--- config.mk ---
export PLATFORM = sky130hd
export DESIGN_NAME = freq_div_flat
export DESIGN_NICKNAME = d
export VERILOG_FILES = /design/src/rtl/freq_div_if.sv /design/src/rtl/freq_div.sv /design/src/flat_wrapper.sv
export SDC_FILE = /design/constraint.sdc
export NUM_CORES = 1
export LEC_CHECK = 0
export CORE_ASPECT_RATIO = 1.1
export CORE_MARGIN = 1
export CORE_UTILIZATION = 25
export CTS_CLUSTER_SIZE = 14
export DETAILED_ROUTE_END_ITERATION = 6
export GPL_TIMING_DRIVEN = 1
export SETUP_SLACK_MARGIN = 0.3
export SYNTH_ARGS = -nofsm -noshare
export SYNTH_HDL_FRONTEND = slang
export SYNTH_SLANG_ARGS = --single-unit
--- constraint.sdc ---
create_clock -name clk -period 2.2 [get_ports clk]
set_clock_uncertainty 0.2 [all_clocks]
set_input_delay 0.44 -clock clk [delete_from_list [all_inputs] [get_ports clk]]
set_output_delay 0.44 -clock clk [all_outputs]
set_load 0.01 [all_outputs]
--- src/rtl/freq_div_if.sv ---
// Output bundle of freq_div: divided square wave and, when FREQ_DIV_TICK_EN
// is defined, the once-per-period rising-edge tick.
`timescale 1ns/1ps
interface freq_div_if;
  logic clk_out;
`ifdef FREQ_DIV_TICK_EN
  logic tick;
  modport master (output clk_out, output tick);
  modport slave  (input  clk_out, input  tick);
`else
  modport master (output clk_out);
  modport slave  (input  clk_out);
`endif
endinterface

--- src/rtl/freq_div.sv ---
// freq_div: divides clk down to a 50 % duty square wave of OUT_FREQ_HZ.
// clk_out toggles every HALF_CNT edges; it is a plain flop output, not a clock.
// Reset is asserted asynchronously and released through a 2-flop synchroniser:
// the synchronised release lands on the 2nd clk edge after rst_n rises, and
// counting edges are the ones that follow. The first 0->1 toggle happens on the
// HALF_CNT-th counting edge.
// Optional feature macro: FREQ_DIV_TICK_EN adds a one-cycle tick on each
// clk_out rising edge (port carried in freq_div_if).
`timescale 1ns/1ps
module freq_div #(
  parameter int CLK_FREQ_HZ = 27_000_000,
  parameter int OUT_FREQ_HZ = 1_000
) (
  input  logic          clk,
  input  logic          rst_n,
  freq_div_if.master    o
);

  // Rounded half period; guarded against divide-by-zero so the fatal check
  // below is what reports a bad configuration.
  localparam int HALF_CNT = (OUT_FREQ_HZ == 0) ? 1
                          : (CLK_FREQ_HZ + OUT_FREQ_HZ) / (2 * OUT_FREQ_HZ);
  localparam int CNT_W    = (HALF_CNT > 1) ? $clog2(HALF_CNT) : 1;
  localparam logic [CNT_W-1:0] CNT_MAX = CNT_W'(HALF_CNT - 1);

  if (OUT_FREQ_HZ == 0) begin : g_bad_out
    $fatal(1, "freq_div: OUT_FREQ_HZ must be non-zero");
  end
  if (CLK_FREQ_HZ < 2 * OUT_FREQ_HZ) begin : g_bad_ratio
    $fatal(1, "freq_div: CLK_FREQ_HZ must be at least 2*OUT_FREQ_HZ");
  end

  logic [1:0]       rst_sync;
  logic             run;
  logic [CNT_W-1:0] cnt;
  logic             clk_out_q;

  // Reset synchroniser: async assert, release after two clk edges.
  always_ff @(posedge clk or negedge rst_n) begin
    if (!rst_n) rst_sync <= '0;
    else        rst_sync <= {rst_sync[0], 1'b1};
  end

  assign run = rst_sync[1];

  // Half-period counter with explicit wrap; clk_out flips on each wrap.
  always_ff @(posedge clk or negedge rst_n) begin
    if (!rst_n) begin
      cnt       <= '0;
      clk_out_q <= 1'b0;
    end else if (run) begin
      if (cnt == CNT_MAX) begin
        cnt       <= '0;
        clk_out_q <= ~clk_out_q;
      end else begin
        cnt <= cnt + CNT_W'(1);
      end
    end
  end

  assign o.clk_out = clk_out_q;

`ifdef FREQ_DIV_TICK_EN
  logic tick_q;

  // Tick fires on the same edge clk_out goes 0->1.
  always_ff @(posedge clk or negedge rst_n) begin
    if (!rst_n) tick_q <= 1'b0;
    else        tick_q <= run && (cnt == CNT_MAX) && !clk_out_q;
  end

  assign o.tick = tick_q;
`endif

endmodule

--- src/flat_wrapper.sv ---
// flat-port wrapper written by rule: the top's interface ports become plain ports
module freq_div_flat 
#(
  parameter int CLK_FREQ_HZ = 27_000_000,
  parameter int OUT_FREQ_HZ = 1_000
)
  (clk, rst_n, o_clk_out);
  freq_div_if o_i ();
  input  logic clk;
  input  logic rst_n;
  output wire logic [$bits(o_i.clk_out)-1:0] o_clk_out;
  assign o_clk_out = o_i.clk_out;
  freq_div #(.CLK_FREQ_HZ(CLK_FREQ_HZ), .OUT_FREQ_HZ(OUT_FREQ_HZ)) u_core (.clk(clk), .rst_n(rst_n), .o(o_i));
endmodule
-- Yosys cells after proc, flatten, opt, wreduce, memory -nomap -nowiden
Cells that the tools add are included.
Widths: inputs -> output; s select.
- word-level logic and storage cells: 8
- flip-flop bits (word level): 17
- muxes and demuxes: 1
- reductions and logical operators: 1
- eq/ne operators: 1
- add/subtract/negate cells: 1
- bitwise gates (word level): 1
- operator list (kind ; count):
    $add 14x1->14 const B ; 1
    $eq 14x14->1 const B ; 1
    $mux 14 ; 1
    $reduce_and 2->1 ; 1
    $not 1->1 ; 1

-- Logic depth before layout (Yosys ltp)
Gate-level depths: netlist of the first run.
- word-level depth: 2
- depth in mapped cells: 5
- gate-level depth less buffers: 5

-- Least setup slack after synthesis of the first run
OpenSTA, ideal clock, no wires.
- kind: register -> register
- from: register u_core.cnt[0]
- to: register u_core.cnt[3]
- cell stages (with the launch flop): 6
- arrival time: 1.249 ns
- clock period less this slack: 1.593 ns
- path slack: 0.607 ns
- required time: 1.857 ns
- setup time: 0.143 ns
- cells stage by stage: dfrtp_1 > ha_1 > nor4bb_1 > nand4_1 > nor2_1 > o221ai_1
- word-level cells in the longest chain between the ends: 2
- RTL lines (what ; line ; RTL):
    start: declaration ; freq_div.sv:35 ; logic [CNT_W-1:0] cnt;
    start signal: assignment ; freq_div.sv:56 ; cnt <= cnt + CNT_W'(1);
    $add 14x1->14 / $eq 14x14->1 (equally long branches) ; freq_div.sv:56, freq_div.sv:52 ;
    $mux 14 * ; freq_div.sv:52 ; if (cnt == CNT_MAX) begin
Mark *: on every way between the ends. The rest lies on a longest branch, timed or not.
A chain may end at the register's enable or synchronous reset.

-- Worst setup path after layout of the first run
- from: register u_core.clk_out_q (netlist: u_core.o.clk_out)
- to: output o_clk_out
- RTL lines (what ; line ; RTL):
    start: declaration ; freq_div.sv:36 ; logic clk_out_q;
    start signal: assignment ; freq_div.sv:54 ; clk_out_q <= ~clk_out_q;
    end: declaration ; flat_wrapper.sv:11 ; output wire logic [$bits(o_i.clk_out)-1:0] o_clk_out;
No word-level cell between the ends.

==> metrics, run 1 <==
post-layout minimum cycle time=1.830 ns; CP bufs+invs=1; cell area after synthesis=870.8 um2; first-pass GRT wire length=2622 um; Syn Area/Cell=10.62 um2; gr ovfl total=0; warnings from Yosys=0; Post-synth ARST share=100.0%; fin util=29.41%; initial antenna violation count=0; WP data arrival=1.19 ns; Wirelength per Cell=10.46 um; setup slack after placement=0.3855 ns; Worst setup EP type=output pin; Worst R2R Setup Slack=0.50 ns; Sink Count=17; Post-synth EDFFs=0; unrepaired setup endpoints after global routing=no; Final GP Congestion=0.8208; Final setup viols=0; clock latency on the worst-skew pair=0.28 ns; share of cells above drive strength 1=13.64%; crit path cell chain=clkdlybuf4s50_1; main combinational cell family by area after synthesis=simple AND/OR/NAND/NOR gates; initial core utilization=26.15%; Netlist cell types=28; Vias/cell=4.360; final wirelength=1422 um; Post-synth top flop=dfrtp_1; worst-path maximum fanout=2; Clock H-tree levels=1; Syn Inst Count=82; nets@finish=93; Max Root-Sink Buffers=2; Placed Instance Area=950.9 um2; largest net degree at the start of global routing=18; Die Ht=63.90 um; antenna cells=0; Final ANT Viol Nets=0; Finished Cell Area=979.7 um2; Post-Synth XOR/XNOR Area=10.06%; sequential share of the synthesized area=48.85%; final period utilization=83.18%; setup TNS=0 ns; min-delay worst type=reg2reg; IO Port Bufs=2; Max Cap Viol=0; DP Wirelength=1043 um; commonest non-fill, non-tap cell in the layout=dfrtp_1; # rows=22; clock slew at reported path FFs=0.09 ns; Die X-Extent=58.28 um; CTS Root Cell=clkbuf_4; area delta synth->final=12.50%; via count=593; Synth top area share=48.85%; TritonCTS clock tree=done; Hold Vio Cnt, Final=0; Core ar.=3331 um2; io pins=3; DR pass1 iterations=4; adder-cell share of the synthesized area=2.874%; number of global-route vias before repair=604; PnR worst setup slack=0.3700 ns; post-synth top area cell=dfrtp_1; Starting DRT DRC Count=4; crit-path max cell delay=0.54 ns; TritonCTS Buffers=3; Total GRT Usage=9.102%; CP max stage cell=clkdlybuf4s50_1; simple-gate share of the synthesized area=30.32%; critical path data required time=1.56 ns; mux cell area share after synthesis=1.293%; Pleak=0.4023 nW; outcome=finished, final reports clean; max-slew violations=0; commonest cells after routing, fill and taps aside=dfrtp_1 (17), nor2_1 (9), xnor2_1 (8); Crit Path Class=reg2out; CP delay by family, top=buffers and inverters; Synth Net Count=86; critical path startpoint category=register; #FFs+latches synth=17; Power Total=0.7390 mW; fmax=546.4 MHz; Die Area=3724 um2; post-synthesis compound-gate area fraction=4.023%; CTS hold repair buffers=0; DRC=0; VDD IR max=0.4318 mV; synth top area cells=dfrtp_1 (49%), xnor2_1 (8.0%), nor2_1 (4.3%); PD cells=754.3 nW/um2
==> repair_timing <==
action                     CTS  global route
hold endpoints to repair     0             0
resized for setup            0             1
buffers inserted             0             0
setup endpoints to repair    0             3
==> path summary, 6_finish.rpt <==
check                                        startpoint                           end  cells after the start
setup / recovery           u_core.o.clk_out$_DFFE_PN0P_                     o_clk_out                      1
hold / removal             u_core.rst_sync[0]$_DFF_PN0_  u_core.rst_sync[1]$_DFF_PN0_                      0
setup reg to reg              u_core.cnt[0]$_DFFE_PN0P_     u_core.cnt[3]$_DFFE_PN0P_                      5
hold reg to reg            u_core.rst_sync[0]$_DFF_PN0_  u_core.rst_sync[1]$_DFF_PN0_                      0
max in group asynchronous                         rst_n     u_core.cnt[7]$_DFFE_PN0P_                      2
min in group asynchronous                         rst_n  u_core.rst_sync[0]$_DFF_PN0_                      2
==> state kept, by name, indices dropped and copies added (netlist names) <==
register / flops
u_core.rst_sync: 2
u_core.cnt: 14
u_core.o.clk_out: 1
==> cell type report <==
cell class | count | area, um2
multi-input cells | 61 | 429.2
repair buffers | 3 | 27.53
inverters | 3 | 11.26
clock buffers | 4 | 26.28
well taps | 48 | 60.06
fillers | 355 | 2351
flip-flops and latches | 17 | 425.4
==> report_power, final <==
part | switching (mW) | internal [mW]
sequential | 0.0748 | 0.360
combinational | 0.0736 | 0.0686
clock | 0.0917 | 0.0705
==> stage by stage <==
step                hold WS [ns]  std cells
global placement          0.1331        132
floorplan               -0.05559         82
CTS                       0.1665        136
global route              0.1667        136
finish                    0.1610        136
detailed placement        0.1380        132
==> synth_stat cells (3+ instances only) <==
cell type  number
dfrtp_1        17
inv_1           3
nand2_1         7
nand3_1         3
nand4_1         4
nor2_1         10
nor4_2          3
o21ai_1         3
xnor2_1         8
==> kinds of logic (layout without fill, tap and decap cells) <==
family,after synthesis,after routing
other,1,1
multiplexers,1,1
XOR/XNOR,10,10
adder cells (fa/ha/maj),2,2
AO/OA/AOI/OAI,6,6
flip-flops,17,17
AND/OR/NAND/NOR,41,41
buffers and inverters,4,10
==> per-layer routing <==
layer | up-vias | track usage, % | part of all wire [%]
met5 | - | 0 | 0
met4 | 0 | 1.786 | 0
met3 | 0 | 3.644 | 3.3
met2 | 6 | 14.80 | 45
met1 | 293 | 11.35 | 52
li1 | 294 | - | -
(Power assumes the default switching activity.)
==> run 2: changes to the inputs <==
Clock period 2.2 ns to 1.8 ns, I/O delays scaled along.
==> metrics, run 2 (synthesized netlist as in run 1, its figures left out) <==
outcome=finished, final reports clean; area occupied by multi-input gates=533.0 um2; antenna cells=0; worst r2r src=u_core.cnt[1]$_DFFE_PN0P_; Max Cap Viol=0; Largest register FFs=14; DRC=0; final wirelength=1826 um; Pint=0.7502 mW; CTS Root Cell=clkbuf_4; commonest cells after routing, fill and taps aside=buf_4 (20), dfrtp_1 (11), xnor2_1 (8); TritonCTS Buffers=3; initial antenna violation count=0; clock slew at reported path FFs=0.11 ns; CP max stage cell=dfrtp_2; post-layout minimum cycle time=1.574 ns; Combinational Power Share=34.1%; DR pass1 iterations=5; WP data arrival=1.58 ns; PD cells=956.1 nW/um2; IO Port Bufs=2; Finished Cell Area=1232 um2; crit path cell chain=buf_4 > ha_4 > nand2_4 > nor2_2 > and4_1 > xor2_1; share of cells above drive strength 1=46.73%; clock power share=19.0%; commonest non-fill, non-tap cell in the layout=buf_4; Net Sw Frac=36.33%; crit-path max cell delay=0.44 ns; largest net degree at the start of global routing=18; Core ar.=3331 um2; unrepaired setup endpoints after global routing=yes; Placed Instance Area=953.4 um2; Clock H-tree levels=1; min-delay worst type=in2async; initial core utilization=26.15%; Sink Count=17; gr ovfl total=0; sequential cell area=432.9 um2; Critical path origin=u_core.cnt[1]$_DFFE_PN0P_; Starting DRT DRC Count=10; first-pass GRT wire length=2994 um; Final ANT Viol Nets=0; Hold Vio Cnt, Final=0; DP Wirelength=1127 um; final period utilization=87.43%; worst-path maximum fanout=4; Final setup viols=0; critical path startpoint category=register; TritonCTS clock tree=done; number of global-route vias before repair=696; setup TNS=0 ns; critical path data required time=1.81 ns; clock latency on the worst-skew pair=0.31 ns; Sequential Power Share=46.8%; Die Ht=63.90 um; Wirelength per Cell=11.78 um; Worst setup EP type=register; Fill cells=343; fmax=635.4 MHz; Max Root-Sink Buffers=2; VDD IR max=0.4784 mV; # rows=22; NetSw=0.4281 mW; Die X-Extent=58.28 um; Crit Path Class=reg2reg; Biggest register=u_core.cnt; area delta synth->final=41.52%; Pleak=0.5217 nW; max-slew violations=0; Total GRT Usage=10.68%; via count=686; io pins=3; Final GP Congestion=0.7390; nets@finish=112; Vias/cell=4.426; Die Area=3724 um2
## run 2: stage by stage
stage          hold slack (ns)  std cells  utilization, %  power (mW)  setup WS [ns]
2_1_floorplan          -0.1356         82               -      0.6634         0.3061
3_3_place_gp            0.1427        132           28.63      0.7093         0.1952
3_5_place_dp            0.1363        132           28.63      0.7269         0.1215
4_1_cts                 0.1700        143           32.04      0.9874         0.2178
5_1_grt                 0.1651        155           37.00       1.245         0.1637
6_report                0.1569        155           37.00       1.178         0.2262
## run 2: routing by layer
metal | track usage [%] | wire length [um]
met1 | 12.04 | 792
met2 | 18.53 | 973
met3 | 1.822 | 25
met4 | 6.250 | 36
met5 | 0 | 0
## run 2: what timing repair did
action	in CTS	in global routing
pin swaps	9	5
gates resized for setup	10	19
setup buffers	7	12
endpoints found under the setup margin	14	16
hold buffers	0	0
## run 2: worst paths after layout
kind                                                end  slack (ns)  cells past startpoint
min in group clk           u_core.rst_sync[1]$_DFF_PN0_        0.17                      0
setup / recovery              u_core.cnt[8]$_DFFE_PN0P_        0.23                      6
hold reg to reg            u_core.rst_sync[1]$_DFF_PN0_        0.17                      0
setup reg to reg              u_core.cnt[8]$_DFFE_PN0P_        0.23                      6
max in group asynchronous     u_core.cnt[6]$_DFFE_PN0P_        1.04                      2
hold / removal                u_core.cnt[1]$_DFFE_PN0P_        0.16                      2
## run 2: area by class of cell
class | count | share of cell area (%)
Timing Repair Buffer | 22 | 13.40
Inverter | 3 | 0.9137
Sequential cell | 17 | 35.13
Clock inverter | 1 | 0.6091
Tap cell | 48 | 4.873
Clock buffer | 3 | 1.827
Multi-Input combinational cell | 61 | 43.25
## run 2: power groups by stage
stage / clock [mW] / sequential, mW / combinational, mW
global placement: 0 / 0.536 / 0.174
detailed placement: 0 / 0.543 / 0.184
global route: 0.246 / 0.562 / 0.438
floorplan: 0 / 0.516 / 0.147
finish: 0.224 / 0.552 / 0.402
CTS: 0.223 / 0.535 / 0.229
## run 2: worst max-delay path, delay by kind of cell, from the launching register on
family	cells	cell delay [ns]
and+or+nand+nor	3	0.38
xor gates and xnor gates	1	0.14
buffers and inverters	1	0.15
DFF	1	0.44
adders and majority gates	1	0.17
==> run 3: changes to the inputs <==
Settings changed: CORE_ASPECT_RATIO 1.1 to not set, CORE_UTILIZATION 25 to 30.
==> metrics, run 3 (synthesized netlist as in run 1, its figures left out) <==
number of global-route vias before repair=671; largest net degree at the start of global routing=18; DP Wirelength=1138 um; CTS hold repair buffers=0; TritonCTS clock tree=done; Placed Instance Area=939.7 um2; Final setup viols=0; clock slew at reported path FFs=0.11 ns; critical path startpoint category=register; CP bufs+invs=1; commonest non-fill, non-tap cell in the layout=buf_4; Max Cap Viol=0; IO Port Bufs=2; Pleak=0.5244 nW; max-slew violations=0; crit-path max cell delay=0.40 ns; Largest register FFs=14; Finished Layout Cells=136; TritonCTS Buffers=3; DR pass1 iterations=4; CP max stage cell=dfrtp_1; antenna cells=0; Final GP Congestion=0.7639; Starting DRT DRC Count=20; VDD IR max=0.5968 mV; Biggest register=u_core.cnt; setup TNS=0 ns; Sink Count=17; share of cells above drive strength 1=45.71%; min-delay worst type=in2async; outcome=finished, final reports clean; CP delay by family, top=flip-flops; fin util=43.47%; Die Ht=55.88 um; Fin Hold WS=0.1579 ns; Die Area=3122 um2; DRC=0; clock latency on the worst-skew pair=0.30 ns; initial core utilization=31.58%; setup slack after placement=0.09851 ns; Total GRT Usage=12.52%; gr ovfl total=0; via count=705; # rows=19; Die X-Extent=55.88 um; Hold Vio Cnt, Final=0; area delta synth->final=37.64%; PD cells=962.0 nW/um2; Core ar.=2758 um2; Power Total=1.153 mW; crit path cell chain=buf_4 > ha_2 > nand2_4 > nor4_4 > xnor2_1 > nor2_1; final wirelength=1916 um; Worst setup EP type=register; critical path data required time=1.78 ns; placed cells=116; Vias/cell=5.184; PnR worst setup slack=0.2185 ns; unrepaired setup endpoints after global routing=yes; nets@finish=110; first-pass GRT wire length=3063 um; fmax=632.3 MHz; Clock H-tree levels=1; initial antenna violation count=0; io pins=3; Max Root-Sink Buffers=2; final period utilization=87.86%; Crit Path Class=reg2reg; worst-path maximum fanout=4; WP data arrival=1.57 ns; Wirelength per Cell=14.09 um; Final ANT Viol Nets=0; post-layout minimum cycle time=1.581 ns; Finished Cell Area=1199 um2; CTS Root Cell=clkbuf_4; commonest cells after routing, fill and taps aside=buf_4 (17), dfrtp_1 (12), xnor2_1 (8)
## run 3: timing repair
action,CTS,global route
resized for setup,11,19
setup buffers,8,8
pin swaps,9,5
endpoints found under the setup margin,14,14
## run 3: final timing paths
kind / start / end / slack, ns / depth (start not counted)
worst max register to register: u_core.cnt[0]$_DFFE_PN0P_ / u_core.cnt[10]$_DFFE_PN0P_ / 0.22 / 6
min in group clk: u_core.rst_sync[0]$_DFF_PN0_ / u_core.rst_sync[1]$_DFF_PN0_ / 0.16 / 0
worst min-delay path: rst_n / u_core.cnt[3]$_DFFE_PN0P_ / 0.16 / 2
max in group asynchronous: rst_n / u_core.cnt[9]$_DFFE_PN0P_ / 1.03 / 2
worst min register to register: u_core.rst_sync[0]$_DFF_PN0_ / u_core.rst_sync[1]$_DFF_PN0_ / 0.16 / 0
worst max-delay path: u_core.cnt[0]$_DFFE_PN0P_ / u_core.cnt[10]$_DFFE_PN0P_ / 0.22 / 6
## run 3: where the power goes
part           switching (mW)  internal, mW
Combinational           0.176         0.211
Clock                   0.128        0.0828
Sequential              0.109         0.448
## run 3: final cells by class
| cell class | instances | area [um2] |
|---|---|---|
| fillers | 263 | 1559 |
| multi-input cells | 61 | 535.5 |
| flip-flops and latches | 17 | 431.7 |
| repair buffers | 20 | 153.9 |
| well taps | 31 | 38.79 |
| clock buffers | 3 | 22.52 |
| inverters | 3 | 11.26 |
| clock inverters | 1 | 5.005 |
## run 3: metal layers
metal / global-route usage [%] / wire length [um] / up-vias
met5: 0 / 0 / -
met4: 1.045 / 10 / 0
met3: 5.116 / 87 / 4
met2: 21.51 / 983 / 17
met1: 15.43 / 834 / 353
li1: - / - / 331
